File: src/rtl/apb_uart_regs_if.sv
// APB3 bus bundle between the interconnect (master) and the UART register bank (slave).
interface apb_uart_regs_if #(parameter int ADDR_W = 5);
  logic              PSEL;
  logic              PENABLE;
  logic              PWRITE;
  logic [ADDR_W-1:0] PADDR;
  logic [31:0]       PWDATA;
  logic [31:0]       PRDATA;
  logic              PREADY;
  logic              PSLVERR;

  modport master (output PSEL, PENABLE, PWRITE, PADDR, PWDATA,
                  input  PRDATA, PREADY, PSLVERR);
  modport slave  (input  PSEL, PENABLE, PWRITE, PADDR, PWDATA,
                  output PRDATA, PREADY, PSLVERR);
endinterface

File: src/rtl/apb_uart_regs.sv
// APB3 register bank for the UART core: control/data out, status in, baud tick,
// and RX holding register with automatic receiver re-arm.
module apb_uart_regs #(
  parameter int          ADDR_W      = 5,
  parameter int          WAIT_STATES = 0,
  parameter logic [15:0] DIV_RESET   = 16'd433
) (
  input  logic           PCLK,
  input  logic           PRESETn,
  apb_uart_regs_if.slave apb,
  output logic           tx_en,
  output logic           rx_en,
  output logic           tx_rst,
  output logic           rx_rst,
  output logic [7:0]     tx_data,
  output logic           BCLK,
  input  logic           tx_busy,
  input  logic           tx_done,
  input  logic           rx_busy,
  input  logic           rx_done,
  input  logic           rx_error,
  input  logic [7:0]     rx_data
);
  typedef enum logic [1:0] {IDLE, SETUP, ACCESS} state_t;

  localparam logic [ADDR_W-1:0] A_CTRL = ADDR_W'(32'h00);
  localparam logic [ADDR_W-1:0] A_TX   = ADDR_W'(32'h04);
  localparam logic [ADDR_W-1:0] A_RX   = ADDR_W'(32'h08);
  localparam logic [ADDR_W-1:0] A_ST   = ADDR_W'(32'h0C);
  localparam logic [ADDR_W-1:0] A_DIV  = ADDR_W'(32'h10);

  state_t      state, state_nx;
  logic [2:0]  wcnt;
  logic        done;
  logic        sel_ctrl, sel_tx, sel_rx, sel_st, sel_div, err, wr, rd;
  logic [31:0] rdata;
  logic [7:0]  rx_hold;
  logic        rx_valid, tx_done_s, rx_err_s, overrun_s;
  logic        rx_done_d, tx_done_d, rx_rise, tx_rise;
  logic [15:0] baud_div, baud_cnt;
  wire         unused_pwdata = &{1'b0, apb.PWDATA[31:16]};

  // The SETUP state registers the bus setup phase, so one PREADY-low cycle
  // always precedes the WAIT_STATES cycles spent in ACCESS.
  always_comb begin
    state_nx = state;
    done     = 1'b0;
    case (state)
      IDLE:    if (apb.PSEL && !apb.PENABLE) state_nx = SETUP;
      SETUP:   state_nx = apb.PSEL ? ACCESS : IDLE;
      ACCESS: begin
        if (!apb.PSEL) state_nx = IDLE;
        else if (wcnt == 3'(WAIT_STATES)) begin
          done     = 1'b1;
          state_nx = IDLE;
        end
      end
      default: state_nx = IDLE;
    endcase
  end

  always_ff @(posedge PCLK or negedge PRESETn) begin
    if (!PRESETn) begin
      state <= IDLE;
      wcnt  <= '0;
    end else begin
      state <= state_nx;
      wcnt  <= (state == ACCESS && !done) ? wcnt + 3'd1 : 3'd0;
    end
  end

  assign sel_ctrl = apb.PADDR == A_CTRL;
  assign sel_tx   = apb.PADDR == A_TX;
  assign sel_rx   = apb.PADDR == A_RX;
  assign sel_st   = apb.PADDR == A_ST;
  assign sel_div  = apb.PADDR == A_DIV;

  assign err = (apb.PADDR[1:0] != 2'b00)
            || !(sel_ctrl || sel_tx || sel_rx || sel_st || sel_div)
            || ( apb.PWRITE && sel_rx)
            || (!apb.PWRITE && sel_tx)
            || ( apb.PWRITE && sel_tx && tx_busy);

  assign wr = done &&  apb.PWRITE && !err;
  assign rd = done && !apb.PWRITE && !err;

  always_comb begin
    rdata = '0;
    if (sel_ctrl) rdata = {30'd0, rx_en, tx_en};
    if (sel_rx)   rdata = {23'd0, rx_valid, rx_hold};
    if (sel_st)   rdata = {26'd0, overrun_s, rx_err_s, rx_valid, rx_busy, tx_done_s, tx_busy};
    if (sel_div)  rdata = {16'd0, baud_div};
  end

  assign apb.PREADY  = done;
  assign apb.PSLVERR = done && err;
  assign apb.PRDATA  = rd ? rdata : 32'd0;

  assign rx_rise = rx_done && !rx_done_d;
  assign tx_rise = tx_done && !tx_done_d;

  // Hardware set events take priority over software clears.
  always_ff @(posedge PCLK or negedge PRESETn) begin
    if (!PRESETn) begin
      tx_en     <= 1'b0;
      rx_en     <= 1'b0;
      tx_rst    <= 1'b0;
      rx_rst    <= 1'b0;
      tx_data   <= '0;
      rx_hold   <= '0;
      rx_valid  <= 1'b0;
      tx_done_s <= 1'b0;
      rx_err_s  <= 1'b0;
      overrun_s <= 1'b0;
      rx_done_d <= 1'b0;
      tx_done_d <= 1'b0;
    end else begin
      rx_done_d <= rx_done;
      tx_done_d <= tx_done;
      tx_rst    <= wr && sel_ctrl && apb.PWDATA[2];
      rx_rst    <= (wr && sel_ctrl && apb.PWDATA[3]) || rx_rise;
      if (wr && sel_ctrl) begin
        tx_en <= apb.PWDATA[0];
        rx_en <= apb.PWDATA[1];
      end
      if (wr && sel_tx) tx_data <= apb.PWDATA[7:0];

      if (rx_rise) begin
        rx_hold  <= rx_data;
        rx_valid <= 1'b1;
      end else if (wr && sel_ctrl && apb.PWDATA[3]) begin
        rx_hold  <= '0;
        rx_valid <= 1'b0;
      end else if (rd && sel_rx) begin
        rx_valid <= 1'b0;
      end

      if (rx_rise && rx_valid)                 overrun_s <= 1'b1;
      else if (wr && sel_st && apb.PWDATA[5])  overrun_s <= 1'b0;

      if (rx_error)                            rx_err_s <= 1'b1;
      else if (wr && sel_st && apb.PWDATA[4])  rx_err_s <= 1'b0;

      if (tx_rise) tx_done_s <= 1'b1;
      else if (wr && ((sel_st && apb.PWDATA[1]) || (sel_ctrl && apb.PWDATA[2])))
        tx_done_s <= 1'b0;
    end
  end

  // Tick fires the cycle after count==div, giving a period of div+1.
  always_ff @(posedge PCLK or negedge PRESETn) begin
    if (!PRESETn) begin
      baud_div <= DIV_RESET;
      baud_cnt <= '0;
      BCLK     <= 1'b0;
    end else if (wr && sel_div) begin
      baud_div <= apb.PWDATA[15:0];
      baud_cnt <= '0;
      BCLK     <= 1'b0;
    end else if (baud_div == 16'd0) begin
      baud_cnt <= '0;
      BCLK     <= 1'b0;
    end else if (baud_cnt == baud_div) begin
      baud_cnt <= '0;
      BCLK     <= 1'b1;
    end else begin
      baud_cnt <= baud_cnt + 16'd1;
      BCLK     <= 1'b0;
    end
  end
endmodule

File: src/flat_wrapper.sv
// flat-port wrapper written by rule: the top's interface ports become plain ports
module apb_uart_regs_flat 
#(
  parameter int          ADDR_W      = 5,
  parameter int          WAIT_STATES = 0,
  parameter logic [15:0] DIV_RESET   = 16'd433
)
  (PCLK, PRESETn, tx_en, rx_en, tx_rst, rx_rst, tx_data, BCLK, tx_busy, tx_done, rx_busy, rx_done, rx_error, rx_data, apb_PSEL, apb_PENABLE, apb_PWRITE, apb_PADDR, apb_PWDATA, apb_PRDATA, apb_PREADY, apb_PSLVERR);
  apb_uart_regs_if #(.ADDR_W(ADDR_W)) apb_i ();
  input  logic PCLK;
  input  logic PRESETn;
  output logic tx_en;
  output logic rx_en;
  output logic tx_rst;
  output logic rx_rst;
  output logic [7:0] tx_data;
  output logic BCLK;
  input  logic tx_busy;
  input  logic tx_done;
  input  logic rx_busy;
  input  logic rx_done;
  input  logic rx_error;
  input  logic [7:0] rx_data;
  input wire logic [$bits(apb_i.PSEL)-1:0] apb_PSEL;
  input wire logic [$bits(apb_i.PENABLE)-1:0] apb_PENABLE;
  input wire logic [$bits(apb_i.PWRITE)-1:0] apb_PWRITE;
  input wire logic [$bits(apb_i.PADDR)-1:0] apb_PADDR;
  input wire logic [$bits(apb_i.PWDATA)-1:0] apb_PWDATA;
  output wire logic [$bits(apb_i.PRDATA)-1:0] apb_PRDATA;
  output wire logic [$bits(apb_i.PREADY)-1:0] apb_PREADY;
  output wire logic [$bits(apb_i.PSLVERR)-1:0] apb_PSLVERR;
  assign apb_i.PSEL = apb_PSEL;
  assign apb_i.PENABLE = apb_PENABLE;
  assign apb_i.PWRITE = apb_PWRITE;
  assign apb_i.PADDR = apb_PADDR;
  assign apb_i.PWDATA = apb_PWDATA;
  assign apb_PRDATA = apb_i.PRDATA;
  assign apb_PREADY = apb_i.PREADY;
  assign apb_PSLVERR = apb_i.PSLVERR;
  apb_uart_regs #(.ADDR_W(ADDR_W), .WAIT_STATES(WAIT_STATES), .DIV_RESET(DIV_RESET)) u_core (.PCLK(PCLK), .PRESETn(PRESETn), .apb(apb_i), .tx_en(tx_en), .rx_en(rx_en), .tx_rst(tx_rst), .rx_rst(rx_rst), .tx_data(tx_data), .BCLK(BCLK), .tx_busy(tx_busy), .tx_done(tx_done), .rx_busy(rx_busy), .rx_done(rx_done), .rx_error(rx_error), .rx_data(rx_data));
endmodule
File: config.mk
export PLATFORM = sky130hd
export DESIGN_NAME = apb_uart_regs_flat
export DESIGN_NICKNAME = d
export VERILOG_FILES = /design/src/rtl/apb_uart_regs_if.sv /design/src/rtl/apb_uart_regs.sv /design/src/flat_wrapper.sv
export SDC_FILE = /design/constraint.sdc
export NUM_CORES = 1
export LEC_CHECK = 0
export CAP_MARGIN = 20
export CORE_MARGIN = 3
export CORE_UTILIZATION = 47
export DETAILED_ROUTE_END_ITERATION = 6
export PLACE_DENSITY = 0.79
export SETUP_SLACK_MARGIN = 0.5
export SLEW_MARGIN = 0
export SYNTH_ARGS = -nofsm -noshare
export SYNTH_HDL_FRONTEND = slang
export SYNTH_SLANG_ARGS = --single-unit
export TNS_END_PERCENT = 50
File: constraint.sdc
create_clock -name PCLK -period 3.6 [get_ports PCLK]
set_input_delay 0.72 -clock PCLK [delete_from_list [all_inputs] [get_ports PCLK]]
set_output_delay 0.72 -clock PCLK [all_outputs]
set_load 0.005 [all_outputs]
==> results of run 1 <==
per-layer routing:
layer	up-vias	part of all wire	GRT usage	wire, um
met2	104	0.49	0.347	4300
met5	-	0	0	0
met3	26	0.049	0.0451	429
li1	1333	-	-	-
met4	0	0.030	0.0978	267
met1	1436	0.43	0.285	3840
final timing paths:
check                                      endpoint  slack [ns]  cells after the start
worst max-delay path                  apb_PRDATA[5]        0.34                      6
worst min-delay path             u_core.baud_cnt[0]        0.34                      1
worst max register to register  u_core.baud_div[12]        1.21                      8
worst min register to register       u_core.wcnt[0]        0.47                      1
max in group asynchronous        u_core.baud_div[7]        2.31                      2
min in group PCLK                    u_core.wcnt[0]        0.47                      1
worst max-delay path: stages:
cell and delay [ns]:
clkdlybuf4s50_1 0.43, or4b_4 0.61, nor2_1 0.14, a21oi_1 0.05
nor2_1 0.09, clkdlybuf4s50_1 0.50
power by group:
| group | leakage (nW) | internal (mW) | switching (mW) | total, mW |
|---|---|---|---|---|
| sequential | 0.834 | 0.742 | 0.0164 | 0.758 |
| combinational | 1.15 | 0.101 | 0.112 | 0.213 |
| clock | 0.112 | 0.423 | 0.283 | 0.706 |
| total | 2.09 | 1.27 | 0.412 | 1.68 |
cell usage after synthesis, types with 3 or more instances:
cell type  count  area share
a21oi_1        5      0.0072
a22o_1         4       0.010
a22oi_1        5       0.011
and2_1        11       0.020
and3_1         3      0.0054
buf_1          3      0.0032
buf_2          3      0.0043
buf_4         20       0.043
dfrtp_1       59        0.42
dfstp_2        5       0.038
ha_1           3       0.011
inv_1         11       0.012
mux2_2        21       0.068
mux2_4         8       0.034
mux2i_1        5       0.014
nand2_1       24       0.026
nand2b_1       3      0.0054
nand3_1        9       0.013
nand4_1       12       0.022
nor2_1        21       0.023
nor2b_1        4      0.0072
nor3_1        19       0.027
nor4_1         8       0.014
o21ai_0       11       0.016
xnor2_1       26       0.065
layout by cell type, fill, tap and decap left out, types with 3 or more instances in the layout:
master	n
xnor2_1	26
nand2b_1	3
nand4_1	12
o21ai_0	11
clkdlybuf4s50_1	54
buf_6	4
a22o_1	4
nor3_1	18
dfstp_2	5
nand2_1	22
inv_1	11
nor2_4	3
a21oi_1	5
a22oi_1	4
dlymetal6s2s_1	6
nand3_1	9
and2_1	11
conb_1	16
mux2_2	21
nor2_1	18
clkbuf_8	11
ha_1	3
buf_4	21
dfrtp_1	59
mux2i_1	5
mux2_4	8
nor4_1	8
dlygate4sd2_1	8
nor2b_1	4
metrics by stage:
stage	hold slack [ns]	std cells	total power, mW
4_1_cts	0.343	522	1.68
2_1_floorplan	0.424	351	0.873
6_report	0.339	527	1.68
3_3_place_gp	0.457	501	0.966
3_5_place_dp	0.461	501	0.971
5_1_grt	0.374	527	1.74
kinds of logic after synthesis:
| family | Yosys count | synth area share |
|---|---|---|
| muxes | 34 | 0.117 |
| DFF | 64 | 0.461 |
| buffers and inverters | 41 | 0.0692 |
| adders and majority gates | 3 | 0.0108 |
| other | 1 | 0.00108 |
| and+or+nand+nor | 132 | 0.207 |
| xor gates and xnor gates | 28 | 0.0703 |
| AOI/OAI and AO/OA | 33 | 0.0642 |
sequential cells by signal (all words and copies together) (netlist names), 2 cells and up:
register / cells
u_core.baud_cnt: 16
u_core.state: 2
u_core.tx_data: 8
u_core.wcnt: 3
u_core.rx_hold: 8
u_core.baud_div: 16
repair_timing:
item | CTS | global route
resized for setup | 21 | 12
cloned | 1 | 0
setup buffers | 5 | 5
pin swaps | 5 | 4
setup endpoints to repair | 17 | 14
cell type report:
type	instances	area, um^2
multi-input combinational	247	1760
fill	557	2340
clock inverter	3	65.1
tap	96	120
sequential	64	1610
inverter	11	41.3
timing repair buffer	94	893
clock buffer	12	155
==> impl_metrics.ini, run 1 <==
[timing]
finalMaxSlewViolations = 0
setup_tns_ns = 0
timing_worst_slew_pin_value_ns = 0.620
max_freq_mhz = 307
finalCritPeriodShare = 0.906
fin_crit_ns = 3.26
setup_ws_ns = 0.339
rsz0062_at_grt = true
skew_ns = 0.0139
finalHoldViolCount = 0
finalSetupViolCount = 0
slew-limit-headroom = 0.584

[drt]
ant_nets = 0
route.detailed.drc = 0
vias = 2899
dr.pass1.iters = 4
via_per_inst = 5.50
drt_iter0_drc = 190
wl_mm = 8.84
wl_per_cell_um = 16.8

[global_routing]
grt_pass1_vias = 2963
grt_pass1_wl_mm = 14.6
grt_start_max_net_pins = 43
grt_use_total = 0.218
grt_antenna_before_repair = 0
grt.overflow.total = 0

[pwr]
power.density_nw_per_um2 = 361
leakage_nw = 2.09
peakVddDrop_mv = 0.209

[clock_tree]
clock_sinks = 64
hold_buffers = 0
cts_buffers = 9
clk_pin_slew_ns = 0.07
cts_tree = yes
root_buffer = clkbuf_8
clock_latency_ns = 0.35
clockBufferDepth = 2
ctsHtreeMaxLevel = 3

[yosys]
synth_area_um2 = 3490
syn_area_per_cell_um2 = 10.4
synth-main-ff-cell = dfrtp_1
synthArstFlopShare = 1.00
ys_seq_area_frac = 0.461
syn_inst = 336
synth_edf_count = 0
synth-seq-cells = 64
yosysUniqueCellTypes = 51
ys_warn_count = 0

[finish]
fin_area_um2 = 4640
synthToLayoutAreaGrowth_pct = 33.1
drive_gt1_frac = 0.213
antennaDiodeCount = 0
fin_nets = 485
final_core_util = 0.665

[floorplan]
die-area_um2 = 8490
rows = 30
die_x_um = 92.2
fp.dieH_um = 92.2
core_um2 = 6980
initial_core_util = 0.500
ios = 102

[critical_path]
crit_path_start = apb_PADDR[4]
worstSetupPathType = input pin to output port
timing.rr.start = u_core.wcnt[0]
cp-start-kind = input pin
cp-end-kind = output port
worstPathArrival_ns = 2.54
cp.required_ns = 2.88
path_max_fanout = 5

[flow_run]
maxCapViolCount = 0

[placement]
gp_congestion = 0.897
hpwlAfterDp_mm = 6.00
postPlaceCellArea_um2 = 4260
io_buffers = 69
pre_cts_slack_ns = 0.0601

[min_path]
min_path_type = input pin to async pin

[outcome]
status = finished, final reports clean
No activity file was read; power rests on OpenSTA's default activity.
==> run 2: changes to the inputs <==
--- a/config.mk
+++ b/config.mk
@@ -7,9 +7,9 @@
 export LEC_CHECK = 0
 export CAP_MARGIN = 20
 export CORE_MARGIN = 3
-export CORE_UTILIZATION = 47
+export CORE_UTILIZATION = 43
 export DETAILED_ROUTE_END_ITERATION = 6
-export PLACE_DENSITY = 0.79
+export PLACE_DENSITY = 0.77
 export SETUP_SLACK_MARGIN = 0.5
 export SLEW_MARGIN = 0
 export SYNTH_ARGS = -nofsm -noshare
==> constraint.sdc (replaced) <==
create_clock -name PCLK -period 2.63 [get_ports PCLK]
set_input_delay 0.526 -clock PCLK [delete_from_list [all_inputs] [get_ports PCLK]]
set_output_delay 0.526 -clock PCLK [all_outputs]
set_load 0.005 [all_outputs]
==> impl_metrics.ini, run 2 (synthesized netlist as in run 1, its figures left out) <==
[critical_path]
cp.required_ns = 2.10
rr_endpoint = u_core.tx_data[5]
worstPathArrival_ns = 2.02
worstSetupPathType = flip-flop to output port
path_max_fanout = 4
critPathSlowestCell = dfrtp_1
cpPeakStageDelay_ns = 0.39
cp-start-kind = flip-flop
regToRegSetupSlack_ns = 0.09
cp-end-kind = output port
crit_top_cell = buf_4
crit_path_start = u_core.wcnt[1]
timing.rr.start = u_core.wcnt[1]
path_cells = inv_1, ha_2, and3b_2, buf_6, nand4_1, buf_4, buf_4, nor2_2, buf_2
r2r.worst_path.cells = 11

[timing]
finalCritPeriodShare = 0.968
slew-limit-headroom = 0.609
skew_ns = 0.00992
max_freq_mhz = 393
fin_crit_ns = 2.55
finalHoldViolCount = 0
finalMaxSlewViolations = 0
fin_worst_hold_slack_ns = 0.178
rsz0062_at_grt = true
finalSetupViolCount = 0
timing_worst_slew_pin_value_ns = 0.585

[clock_tree]
cts_buffers = 9
hold_buffers = 0
cts_tree = yes
root_buffer = clkbuf_8
clockBufferDepth = 2
clock_sinks = 64
clk_pin_slew_ns = 0.07
ctsHtreeMaxLevel = 3
clock_latency_ns = 0.34

[floorplan]
core_um2 = 7810
fp.dieH_um = 96.1
initial_core_util = 0.447
ios = 102
die-area_um2 = 9230
die_x_um = 96.1
rows = 32

[global_routing]
grt_start_max_net_pins = 43
grt_pass1_vias = 2842
grt.overflow.total = 0
grt_use_total = 0.200
grt_pass1_wl_mm = 13.9
grt_antenna_before_repair = 0

[drt]
route.detailed.drc = 0
ant_nets = 0
wl_per_cell_um = 16.2
dr.pass1.iters = 4
wl_mm = 8.86
drt_iter0_drc = 126
via_per_inst = 5.28
vias = 2887

[pwr]
p_switching_mw = 0.546
p_sw_frac = 0.238
peakVddDrop_mv = 0.278
combPwrFrac = 0.130
p_int_mw = 1.74
clkPwrFrac = 0.417
power_frac_seq = 0.453
leakage_nw = 2.10
power.density_nw_per_um2 = 477

[min_path]
min_path_type = input pin to async pin

[finish]
multi_input_area_um2 = 1800
synthToLayoutAreaGrowth_pct = 37.8
final_core_util = 0.616
fin_nets = 498
final_common_cell = dfrtp_1
fill_cells = 631
final_cell_mix = dfrtp_1 (59), clkdlybuf4s50_1 (43), xnor2_1 (26), nand2_1 (23), buf_4 (23)
antennaDiodeCount = 0
regArea_um2 = 1610
top_regs = u_core.baud_cnt: 16 flops, u_core.baud_div: 16 flops
drive_gt1_frac = 0.303

[placement]
hpwlAfterDp_mm = 6.24
io_buffers = 69
gp_congestion = 0.914

[flow_run]
maxCapViolCount = 0

[outcome]
status = finished, final reports clean
run 2: changes by cell type in the layout (fill, tap and decap cells not counted), moves of 3 or more:
| cell | change |
|---|---|
| and2_1 | -5 |
| clkdlybuf4s50_1 | -11 |
| nor2_4 | +3 |
| clkdlybuf4s15_1 | +3 |
| buf_6 | +16 |
| and2_4 | +5 |
| nor2_1 | -5 |
| buf_2 | +10 |
| dlygate4sd2_1 | -5 |
| dlymetal6s2s_1 | -6 |
run 2: how the worst max path moves through the flow:
stage / end / depth (start not counted)
final: apb_PRDATA[0] / 9
after global routing: apb_PRDATA[10] / 10
after CTS: apb_PRDATA[10] / 10
after detailed placement: apb_PRDATA[10] / 8
after global placement: apb_PRDATA[10] / 8
after floorplan: apb_PRDATA[6] / 6
run 2: stage by stage:
stage                     std cells  setup TNS, ns  power [mW]  instance area, um^2  worst slack (ns)
after floorplan                 351              0        1.20                 3570             0.537
after CTS                       546              0        2.31                 4760            0.0934
final                           547              0        2.29                 4810            0.0843
after detailed placement        520          -6.16        1.34                 4400            -0.432
after global placement          520          -6.34        1.33                 4400            -0.435
after global routing            547              0        2.38                 4810            0.0239
run 2: what timing repair did:
action	in CTS	in global routing
pin swaps	9	1
resized for setup	111	18
endpoints found under the setup margin	37	26
setup buffers	10	1
run 2: layout make-up:
| class | instances | share of cell area |
|---|---|---|
| multi-input combinational | 246 | 0.374 |
| tap | 102 | 0.0265 |
| timing repair buffer | 108 | 0.210 |
| clock inverter | 3 | 0.0135 |
| inverter | 11 | 0.00859 |
| sequential | 64 | 0.334 |
| clock buffer | 13 | 0.0331 |
run 2: worst max-delay path: cells and delay by family, from the launching register on:
| family | cells | cell delay [ns] |
|---|---|---|
| fa+ha+maj | 1 | 0.17 |
| buf+inv | 5 | 0.63 |
| flops | 1 | 0.39 |
| simple gates | 3 | 0.50 |
run 2: power groups by stage:
stage          logic (mW)  registers, mW  clock network, mW
4_1_cts             0.294           1.04              0.976
3_5_place_dp        0.286           1.06                  0
3_3_place_gp        0.280           1.05                  0
2_1_floorplan       0.147           1.05                  0
5_1_grt             0.327           1.04               1.01
6_report            0.298           1.04              0.954
run 2: routing by layer:
layer	routed length (um)	vias to the layer above	track usage
met5	0	-	0
met4	131	0	0.0758
met3	422	10	0.0328
met2	4460	86	0.329
met1	3840	1431	0.264
li1	-	1360	-
